[src/rtl/dnoc_l2_dmem_wr_arb.sv]
// Round-robin write-port arbiter: core write interface vs. NoC-inbound writes onto one L2 dmem SRAM port.
// Returns a fixed-latency response pulse to the owner of each write and keeps saturating per-requester counts.
module dnoc_l2_dmem_wr_arb #(
  parameter int ADDR_W   = 13,
  parameter int DATA_W   = 256,
  parameter int RESP_LAT = 2,
  parameter int CNT_W    = 16
) (
  input  logic              clk,
  input  logic              rst,
  input  logic              core_wr_req,
  output logic              core_wr_gnt,
  input  logic [ADDR_W-1:0] core_wr_addr,
  input  logic [DATA_W-1:0] core_wr_data,
  output logic              core_wr_resp,
  input  logic              noc_wr_req,
  output logic              noc_wr_gnt,
  input  logic [ADDR_W-1:0] noc_wr_addr,
  input  logic [DATA_W-1:0] noc_wr_data,
  output logic              noc_wr_resp,
  input  logic              sram_ready,
  output logic              sram_we,
  output logic [ADDR_W-1:0] sram_addr,
  output logic [DATA_W-1:0] sram_wdata,
  input  logic              cnt_clr,
  output logic [CNT_W-1:0]  core_wr_cnt,
  output logic [CNT_W-1:0]  noc_wr_cnt,
  output logic              busy
);

  logic                r_prio_noc;
  logic [RESP_LAT-1:0] r_pipe_vld;
  logic [RESP_LAT-1:0] r_pipe_own;
  logic [CNT_W-1:0]    r_core_cnt;
  logic [CNT_W-1:0]    r_noc_cnt;
  logic                w_core_gnt;
  logic                w_noc_gnt;

  // Grants are held off while reset is asserted so all gnt outputs read 0 during reset.
  always_comb begin
    w_core_gnt = 1'b0;
    w_noc_gnt  = 1'b0;
    if (sram_ready && !rst) begin
      if (core_wr_req && noc_wr_req) begin
        w_noc_gnt  = r_prio_noc;
        w_core_gnt = ~r_prio_noc;
      end else begin
        w_core_gnt = core_wr_req;
        w_noc_gnt  = noc_wr_req;
      end
    end
  end

  assign core_wr_gnt = w_core_gnt;
  assign noc_wr_gnt  = w_noc_gnt;
  assign sram_we     = w_core_gnt | w_noc_gnt;
  assign sram_addr   = w_core_gnt ? core_wr_addr : (w_noc_gnt ? noc_wr_addr : '0);
  assign sram_wdata  = w_core_gnt ? core_wr_data : (w_noc_gnt ? noc_wr_data : '0);

  always_ff @(posedge clk or posedge rst) begin
    if (rst) begin
      r_prio_noc <= 1'b0;
    end else if (w_core_gnt) begin
      r_prio_noc <= 1'b1;
    end else if (w_noc_gnt) begin
      r_prio_noc <= 1'b0;
    end
  end

  // Stage 0 captures this cycle's grant; the last stage is visible RESP_LAT cycles after the grant.
  always_ff @(posedge clk or posedge rst) begin
    if (rst) begin
      r_pipe_vld <= '0;
      r_pipe_own <= '0;
    end else begin
      for (int i = RESP_LAT - 1; i > 0; i--) begin
        r_pipe_vld[i] <= r_pipe_vld[i-1];
        r_pipe_own[i] <= r_pipe_own[i-1];
      end
      r_pipe_vld[0] <= w_core_gnt | w_noc_gnt;
      r_pipe_own[0] <= w_noc_gnt;
    end
  end

  assign core_wr_resp = r_pipe_vld[RESP_LAT-1] & ~r_pipe_own[RESP_LAT-1];
  assign noc_wr_resp  = r_pipe_vld[RESP_LAT-1] &  r_pipe_own[RESP_LAT-1];
  assign busy         = |r_pipe_vld;

  always_ff @(posedge clk or posedge rst) begin
    if (rst) begin
      r_core_cnt <= '0;
      r_noc_cnt  <= '0;
    end else if (cnt_clr) begin
      r_core_cnt <= '0;
      r_noc_cnt  <= '0;
    end else begin
      if (w_core_gnt && (r_core_cnt != {CNT_W{1'b1}})) begin
        r_core_cnt <= r_core_cnt + 1'b1;
      end
      if (w_noc_gnt && (r_noc_cnt != {CNT_W{1'b1}})) begin
        r_noc_cnt <= r_noc_cnt + 1'b1;
      end
    end
  end

  assign core_wr_cnt = r_core_cnt;
  assign noc_wr_cnt  = r_noc_cnt;

endmodule

[config.mk]
export PLATFORM = sky130hd
export DESIGN_NAME = dnoc_l2_dmem_wr_arb
export DESIGN_NICKNAME = d
export VERILOG_FILES = /design/src/rtl/dnoc_l2_dmem_wr_arb.sv
export SDC_FILE = /design/constraint.sdc
export NUM_CORES = 1
export LEC_CHECK = 0
export ABC_AREA = 0
export BUFFER_PORTS_ARGS = -buffer_cell sky130_fd_sc_hd__buf_2
export CORE_AREA = 2 2 331 333
export CTS_CLUSTER_DIAMETER = 100
export CTS_CLUSTER_SIZE = 10
export DETAILED_ROUTE_END_ITERATION = 8
export DIE_AREA = 0 0 333 335
export PLACE_DENSITY = 0.35
export SLEW_MARGIN = 25
export SYNTH_ARGS = -nofsm -noshare
export SYNTH_HDL_FRONTEND = slang
export SYNTH_SLANG_ARGS = --single-unit
[constraint.sdc]
create_clock -name clk -period 2 [get_ports clk]
set_input_delay 0.4 -clock clk [delete_from_list [all_inputs] [get_ports clk]]
set_output_delay 0.4 -clock clk [all_outputs]
set_load 0.01 [all_outputs]
==> flow_summary_export.csv, run 1 <==
group,metric,value,unit
run_status,status,"finished with violations",
run_status,violations,"setup timing",
yosys,synthCells,547,
yosys,muxShareOfSynthArea,1.645,%
sta,fin_crit_sh,113.2,%
sta,fin_crit,2264,ps
setup_path,startpoint_type,"register",
setup_path,rr_worst_depth,7,
routing,post_drt_via_cell_ratio,3.427,
yosys,ys_ff_latch,37,
hold_path,hold_class,"in2async",
power,p_leak,6.806,nW
yosys,ys_async_sr_fraction,100.0,%
sta,max_clock_freq,441.7,MHz
global_route,grt_start_max_net_pins,38,
finish,final_core_util,12.35,%
place,placedInstanceArea,11570,um2
routing,drt_wl_total,91480,um
clock_network,htree_levels,2,
floorplanning,io_pins,851,
routing,dr.pass1.iters,4,
floorplanning,num_rows,121,
setup_path,worst-setup-path-type,"reg2out",
place,io_buffers,850,
finish,postLayoutCellArea,13350,um2
sta,layout_setup_ws,-263.7,ps
yosys,yosysSeqAreaShare,19.95,%
yosys,synth_edf_count,0,
yosys,synth_compound_area_share,57.83,%
place,place_hpwl,79480,um
setup_path,reg2reg_from,"r_prio_noc",
setup_path,max_stage_delay,400,ps
floorplanning,die_w,333,um
global_route,grt_usage,14.92,%
floorplanning,design.die.area,111600,um2
yosys,synth_ff_type,"dfrtp_1",
power,power.density,305.1,nW/um2
floorplanning,die_h,335,um
sta,fin_worst_skew,7.520,ps
finish,drive_gt1_share,70.69,%
flow_run,cap_violations,0,
yosys,synth_commonest_cells,"a22o_1 (269), dfrtp_1 (37), clkbuf_1 (34), buf_2 (31), nand2_1 (22)",
global_route,grt_pass1_wl,106900,um
yosys,ys_warn_count,0,
routing,first_iter_violations,604,
routing,drc,0,
place,place.gp.congestion,0.9149,
sta,rsz0062_at_grt,"yes",
clock_network,clk_latency,290,ps
yosys,netlist_area,4641,um2
yosys,yosys.area.top_type,"a22o_1",
yosys,synth_most_common_cell,"a22o_1",
setup_path,arrival,1860,ps
yosys,avgSynthCellArea,8.484,um2
global_route,antenna_found_initial,130,
setup_path,worstPathCellList,"nand2b_4 -> nand2_4 -> inv_8 -> buf_12 -> buf_4 -> a22o_1 -> buf_2",
global_route,grt_pass1_vias,9114,
setup_path,required,1600,ps
yosys,yosys-top-cells-area,"a22o_1 (51%), dfrtp_1 (20%), buf_2 (3.3%), clkbuf_1 (2.8%), o31ai_1 (2.1%)",
setup_path,path_max_fanout,27,
routing,ant_nets,0,
yosys,synthXorXnorAreaFrac,0,%
clock_network,path_clk_slew,60,ps
setup_path,rrSetupSlack,80,ps
yosys,synth-simple-area-share,12.78,%
yosys,synthAdderAreaFrac,0.5392,%
power,vdd_drop_max,0.0001859,V
global_route,grt.overflow.total,0,
floorplanning,start_util,4.293,%
sta,worst_slew_pin_slew,544.7,ps
sta,setup_viol,270,
setup_path,reg2reg_to,"core_wr_cnt[12]",
sta,slew_headroom,63.68,%
sta,finalHoldViolCount,0,
clock_network,ctsHoldBuffers,0,
clock_network,tritoncts,"built",
clock_network,cts_max_path_buffers,2,
yosys,yosysUniqueCellTypes,43,
clock_network,numCtsBuffers,5,
setup_path,cp_slowest_cell,"dfrtp_1",
yosys,synth_top_area_share,50.77,%
setup_path,end_kind,"primary output",
routing,num_vias,9998,
floorplanning,core-area,108100,um2
yosys,synth_top_family_by_area,"compound AO/OA/AOI/OAI gates",
finish,syn_to_final_growth,187.6,%
clock_network,cts_sinks,37,
sta,slew_violations,0,
clock_network,cts_root_buf,"clkbuf_16",
finish,finalNetCount,2029,
routing,avgRoutedWirePerCell,31.36,um
yosys,synthesis.nets,1093,
[worst max path at each step]
stage / start / to / slack, ps / cells past startpoint
after floorplan: rst / sram_wdata[156] / -70 / 6
after global placement: core_wr_req / sram_wdata[74] / -430 / 7
after detailed placement: rst / sram_wdata[74] / -380 / 7
after CTS: r_prio_noc / sram_wdata[114] / -300 / 8
after global routing: r_prio_noc / sram_wdata[108] / -350 / 8
final: r_prio_noc / sram_addr[11] / -260 / 7
[cells in the final DEF, fill, tap and decap left out, types with 7 or more instances in the layout]
cell type / Yosys / final
nand3_1: 10 / 10
buf_4: 1 / 102
a21oi_1: 18 / 17
or3_1: 7 / 7
nor2b_1: 7 / 7
nand4_1: 10 / 10
dfrtp_1: 37 / 37
nor2_1: 11 / 11
clkbuf_16: 0 / 18
o31ai_1: 13 / 13
nand2_1: 22 / 19
buf_12: 0 / 26
a22o_1: 269 / 243
diode_2: 0 / 19
or4_1: 12 / 11
buf_2: 31 / 779
buf_6: 0 / 52
buf_16: 0 / 18
inv_1: 9 / 8
a22o_4: 0 / 26
[sequential cells by signal (all words and copies together), names as in the netlist]
register,flops
noc_wr_cnt,16
core_wr_cnt,16
r_pipe_own,2
r_pipe_vld,2
r_prio_noc,1
[stage by stage]
step / power [mW] / instances / TNS (ps) / setup WS (ps) / hold slack [ps]
floorplan: 1.389 / 547 / -12040 / -67.26 / 331.2
global placement: 2.792 / 2851 / -54080 / -425.2 / 332.1
detailed placement: 2.789 / 2851 / -45210 / -379.0 / 337.8
finish: 4.072 / 2917 / -50090 / -263.7 / 269.4
CTS: 4.025 / 2878 / -58070 / -300.6 / 302.9
global route: 4.290 / 2905 / -73800 / -345.5 / 343.2
[per-layer routing]
metal  routed length (um)  GRT usage, %  part of all wire, %  up-vias
met3                16960         12.58                   19      254
met5                  925             0                  1.0        -
met2                38390         22.18                   42      681
met1                33800         16.74                   37     4691
li1                     -             -                    -     4232
met4                 1402         1.348                  1.5      140
[timing repair]
item                       CTS  global route
pin swaps                   15             8
cloned                      11            16
setup endpoints to repair  271           278
setup buffers                8             7
gates resized for setup    142            42
[worst max-delay path, delay by kind of cell (launching register included)]
family / cells / cell delay, ps
buf+inv: 4 / 600
compound gates: 1 / 250
flops: 1 / 400
simple gates: 2 / 270
[kinds of logic (layout without fill, tap and decap cells)]
| kind of cell | count (synthesis) | count (layout) |
|---|---|---|
| AOI/OAI and AO/OA | 319 | 319 |
| and+or+nand+nor | 105 | 105 |
| buffers and inverters | 77 | 1014 |
| DFF | 37 | 37 |
| muxes | 7 | 7 |
| adders and majority gates | 2 | 2 |
| other | 0 | 19 |
[area by class of cell]
class,instances,area [um2]
well taps,1414,1769
repair buffers,996,6699
clock inverters,1,30.03
multi-input cells,433,3662
fillers,12620,94750
clock buffers,7,142.6
diodes,19,47.55
inverters,10,71.32
flip-flops and latches,37,925.9
[power breakdown]
group | leakage (nW) | internal, mW | switching, mW
Combinational | 6.21 | 1.18 | 1.17
Sequential | 0.512 | 0.760 | 0.00908
Clock | 0.0842 | 0.624 | 0.332
Total | 6.81 | 2.56 | 1.51
Note: power is estimated with default switching activity, not from simulation.
==> run 2, diff against run 1 <==
--- a/constraint.sdc
+++ b/constraint.sdc
@@ -3,2 +3,2 @@
 set_output_delay 0.4 -clock clk [all_outputs]
-set_load 0.01 [all_outputs]
+set_load 0.05 [all_outputs]
==> run 2 against run 1 <==
The run still ends with setup timing left. Worst hold slack got worse by 18 ps. Non-clock buffer count fell by 1. First-iteration DRC count fell by 23%. Wire length fell by 13%. Clock power fell by 14%. Sequential cell count did not move. Sequential share of layout area fell by 1.7 points. Setup slack got worse by 91 ps. Register-to-register slack got worse by 160 ps. Clock skew rose by 1.7 ps. Maximum frequency fell by 3.9%. Die area did not move. Critical path type unchanged.
==> flow_summary_export.csv, run 2 (synthesis results as in run 1) <==
group,metric,value,unit
place,place.gp.congestion,0.8238,
power,power.density,331.8,nW/um2
setup_path,worst-setup-path-type,"reg2out",
setup_path,reg2reg_to,"noc_wr_cnt[9]",
sta,setup_viol,276,
setup_path,required,1600,ps
finish,final_common_cell,"buf_2",
power,p_leak,8.619,nW
sta,fin_crit_sh,117.7,%
place,place_hpwl,69840,um
sta,slew_headroom,61.37,%
run_status,status,"finished with violations",
global_route,grt.overflow.total,0,
global_route,grt_usage,12.92,%
finish,finalNetCount,2028,
setup_path,path_common_cell,"buf_12",
place,io_buffers,850,
setup_path,arrival,1950,ps
finish,final_cell_mix,"buf_2 (580), a22o_4 (260), buf_12 (194), buf_4 (110), buf_8 (51)",
clock_network,numCtsBuffers,5,
routing,post_drt_via_cell_ratio,3.249,
finish,multi_input_area,5729,um2
flow_run,cap_violations,0,
floorplanning,die_w,333,um
routing,num_vias,9439,
finish,stdcell_count,2905,
floorplanning,io_pins,851,
global_route,antenna_found_initial,54,
finish,ff_latch_area,950.9,um2
sta,max_clock_freq,424.7,MHz
clock_network,cts_root_buf,"clkbuf_16",
clock_network,path_clk_slew,70,ps
clock_network,cts_max_path_buffers,2,
setup_path,reg2reg_from,"r_prio_noc",
power,vdd_drop_max,0.0002228,V
finish,nFillCells,12090,
clock_network,tritoncts,"built",
finish,drive_gt1_share,88.40,%
floorplanning,die_h,335,um
floorplanning,start_util,4.293,%
routing,first_iter_violations,463,
finish,syn_to_final_growth,288.5,%
hold_path,hold_class,"in2async",
global_route,grt_pass1_vias,9372,
setup_path,rr_worst_depth,6,
floorplanning,num_rows,121,
routing,ant_nets,0,
sta,fin_crit,2354,ps
setup_path,max_stage_delay,400,ps
clock_network,htree_levels,2,
clock_network,cts_sinks,37,
place,numPlacedInstances,2863,
floorplanning,design.die.area,111600,um2
sta,fin_worst_skew,9.189,ps
clock_network,ctsHoldBuffers,0,
setup_path,cp_slowest_cell,"dfrtp_1",
setup_path,rrSetupSlack,-80,ps
sta,rsz0062_at_grt,"yes",
setup_path,worstPathCellList,"nand2b_4 -> nand2_8 -> inv_16 -> buf_12 -> buf_12 -> a22o_4 -> buf_12",
sta,worst_slew_pin_slew,579.5,ps
routing,avgRoutedWirePerCell,27.32,um
power,power,5.982,mW
floorplanning,core-area,108100,um2
routing,dr.pass1.iters,5,
clock_network,clk_latency,300,ps
setup_path,path_max_fanout,26,
sta,slew_violations,0,
sta,finalHoldViolCount,0,
setup_path,end_kind,"primary output",
sta,layout_setup_ws,-354.5,ps
global_route,grt_start_max_net_pins,38,
sta,tns,-69430,ps
global_route,grt_pass1_wl,95310,um
sta,timing.hold.ws,251.8,ps
run_status,violations,"setup timing",
routing,drc,0,
setup_path,startpoint_type,"register",
routing,drt_wl_total,79370,um
## run 2: cell count changes in the layout (fill, tap and decap cells not counted), moves of 8 or more
cell     change
a22o_1     -243
a22o_4     +234
buf_2      -199
buf_12     +168
buf_8       +46
dfrtp_1     -20
dfrtp_2     +20
buf_6       -14
diode_2     -11
a22o_2       +9
buf_16       -9
buf_4        +8
## run 2: through the flow
stage               cell area [um2]  worst slack, ps  utilization (%)
floorplan                      6631           -29.78                -
global placement              16020           -395.1            14.82
detailed placement            16020           -375.8            14.82
CTS                           17070           -377.8            15.79
global route                  18020           -418.1            16.67
finish                        18030           -354.5            16.68
## run 2: critical path: cells and delay by family (launching register included)
kind	cells	cell delay, ps
flops	1	400
buf+inv	4	580
simple gates	2	280
compound gates	1	280
## run 2: where the power goes
part	internal [mW]	leakage [nW]	switching, mW
sequential	0.760	0.479	0.00983
clock	0.462	0.0621	0.364
combinational	2.00	8.08	2.39
total	3.22	8.62	2.76
## run 2: cell type report
class / count / area share [%]
timing repair buffer: 995 / 51.83
multi-input combinational: 433 / 31.78
tap: 1414 / 9.814
sequential: 37 / 5.275
clock buffer: 5 / 0.6941
inverter: 10 / 0.3679
clock inverter: 3 / 0.1249
antenna: 8 / 0.1110
## run 2: what timing repair did
item / CTS / global route
endpoints found under the setup margin: 272 / 286
gates resized for setup: 191 / 143
buffers inserted: 6 / 5
pin swaps: 7 / 7
gates cloned: 4 / 12
hold endpoints to repair: 0 / 0
## run 2: how the worst max path moves through the flow
stage,startpoint,to,slack [ps],depth (start not counted)
2_1_floorplan,core_wr_req,sram_wdata[246],-30,6
3_3_place_gp,rst,sram_wdata[44],-400,8
3_5_place_dp,rst,sram_wdata[8],-380,8
4_1_cts,r_prio_noc,sram_wdata[5],-380,7
5_1_grt,r_prio_noc,sram_wdata[139],-420,7
6_report,r_prio_noc,sram_wdata[219],-350,7
## run 2: metal layers
metal	share of wire (%)	track usage, %
met5	0.28	0
met4	1.6	1.762
met3	7.6	3.423
met2	48	22.03
met1	42	16.56
==> run 3, diff against run 2 <==
- BUFFER_PORTS_ARGS: -buffer_cell sky130_fd_sc_hd__buf_2 -> unset
- CORE_AREA: 2 2 331 333 -> 2 2 335 337
- DIE_AREA: 0 0 333 335 -> 0 0 337 339
- DONT_BUFFER_PORTS: unset -> 1
- PLACE_DENSITY: 0.35 -> 0.3
==> run 3 against run 2 <==
Utilization fell by 5.0 points. Final cell count fell by 23%. First-iteration DRC count fell by 1.5%. Largest cell class is now multi-input combinational cells. Register-to-register slack improved by 120 ps. The run still ends with setup timing left. Largest power group unchanged. Combinational power fell by 29%. Design area fell by 28%.
==> flow_summary_export.csv, run 3 (synthesis results as in run 1) <==
group,metric,value,unit
run_status,status,"finished with violations",
run_status,violations,"setup timing",
clock_network,htree_levels,2,
finish,finalNetCount,1287,
setup_path,path_max_fanout,8,
floorplanning,die_w,337,um
global_route,grt_pass1_vias,6816,
hold_path,hold_class,"in2async",
sta,timing.hold.ws,148.9,ps
floorplanning,core-area,110400,um2
routing,avgRoutedWirePerCell,32.23,um
floorplanning,die_h,339,um
routing,first_iter_violations,456,
clock_network,numCtsBuffers,5,
sta,tns,-66280,ps
global_route,grt_pass1_wl,83970,um
clock_network,clk_latency,300,ps
place,place.gp.congestion,0.9799,
sta,layout_setup_ws,-319.1,ps
finish,nFillCells,12450,
flow_run,cap_violations,0,
sta,fin_crit_sh,116.0,%
setup_path,end_kind,"primary output",
global_route,antenna_found_initial,9,
finish,final_common_cell,"a22o_4",
floorplanning,start_util,4.205,%
clock_network,tritoncts,"built",
sta,slew_violations,0,
power,power,4.719,mW
place,io_buffers,0,
routing,num_vias,6858,
floorplanning,design.die.area,114200,um2
setup_path,arrival,1920,ps
routing,drt_wl_total,71910,um
global_route,grt.overflow.total,0,
clock_network,path_clk_slew,70,ps
clock_network,cts_max_path_buffers,2,
place,place_hpwl,60410,um
floorplanning,num_rows,122,
routing,post_drt_via_cell_ratio,3.074,
power,power.density,365.0,nW/um2
sta,fin_crit,2319,ps
clock_network,ctsHoldBuffers,0,
global_route,grt_start_max_net_pins,38,
setup_path,worst-setup-path-type,"reg2out",
routing,ant_nets,0,
sta,rsz0062_at_grt,"yes",
finish,drive_gt1_share,77.22,%
power,vdd_drop_max,0.0002503,V
clock_network,cts_root_buf,"clkbuf_16",
sta,fin_worst_skew,5.222,ps
setup_path,required,1600,ps
routing,drc,0,
finish,syn_to_final_growth,178.6,%
finish,final_cell_mix,"a22o_4 (268), buf_12 (98), buf_4 (92), buf_16 (28), clkbuf_16 (22)",
floorplanning,io_pins,851,
sta,max_clock_freq,431.2,MHz
sta,slew_headroom,61.29,%
power,p_leak,5.278,nW
sta,finalHoldViolCount,0,
routing,dr.pass1.iters,4,
clock_network,cts_sinks,37,
sta,setup_viol,270,
setup_path,startpoint_type,"register",
sta,worst_slew_pin_slew,580.7,ps
global_route,grt_usage,11.58,%
-- run 3: repair_timing --
item                                    CTS  global route
gates cloned                             20            18
pin swaps                                82            68
gates resized for setup                 122            49
buffers inserted                         26             9
endpoints found under the setup margin  273           285
-- run 3: final timing paths --
check | slack, ps | cells past startpoint | startpoint | endpoint
min in group clk | 160 | 1 | cnt_clr | core_wr_cnt[9]
setup reg to reg | 40 | 8 | r_prio_noc | core_wr_cnt[12]
hold reg to reg | 350 | 0 | r_pipe_own[0] | r_pipe_own[1]
max in group asynchronous | 1430 | 2 | rst | noc_wr_cnt[6]
hold / removal | 150 | 2 | rst | noc_wr_cnt[11]
setup / recovery | -320 | 7 | r_prio_noc | sram_wdata[93]
-- run 3: report_power, final --
group | switching (mW) | total, mW | internal (mW)
registers | 0.0100 | 0.769 | 0.759
clock network | 0.383 | 0.842 | 0.459
logic | 1.92 | 3.11 | 1.19
-- run 3: per-stage QoR --
step | utilization, % | cells | setup WS (ps) | area (um2)
CTS | 11.08 | 2207 | -374.5 | 12230
global route | 11.72 | 2231 | -385.0 | 12930
detailed placement | 9.562 | 2153 | -288.9 | 10550
global placement | 9.562 | 2153 | -289.0 | 10550
floorplan | - | 547 | -29.78 | 6631
finish | 11.72 | 2231 | -319.1 | 12930
-- run 3: metal layers --
| metal | vias to the layer above | share of wire [%] | track usage, % |
|---|---|---|---|
| li1 | 2721 | - | - |
| met1 | 3448 | 40 | 13.99 |
| met2 | 601 | 46 | 18.62 |
| met3 | 74 | 11 | 5.389 |
| met4 | 14 | 2.7 | 2.446 |
| met5 | - | 0.11 | 0 |
-- run 3: cell type report --
cell class                 instances  area, um2  share of cell area, %
multi-input combinational        433       5802                  44.87
inverter                          10      57.56                 0.4451
timing repair buffer             254       4114                  31.81
clock inverter                     3      17.52                 0.1355
clock buffer                       5      125.1                 0.9676
antenna                            1      2.502                0.01935
tap                             1488       1862                  14.40
sequential                        37      950.9                  7.354
-- run 3: critical path, cell delays in order (launching register included) --
cell and delay (ps):
dfrtp_1 400, nand2b_4 160, nand2_4 110, inv_12 70, buf_16 170, buf_16 180
buf_16 160, a22o_4 330
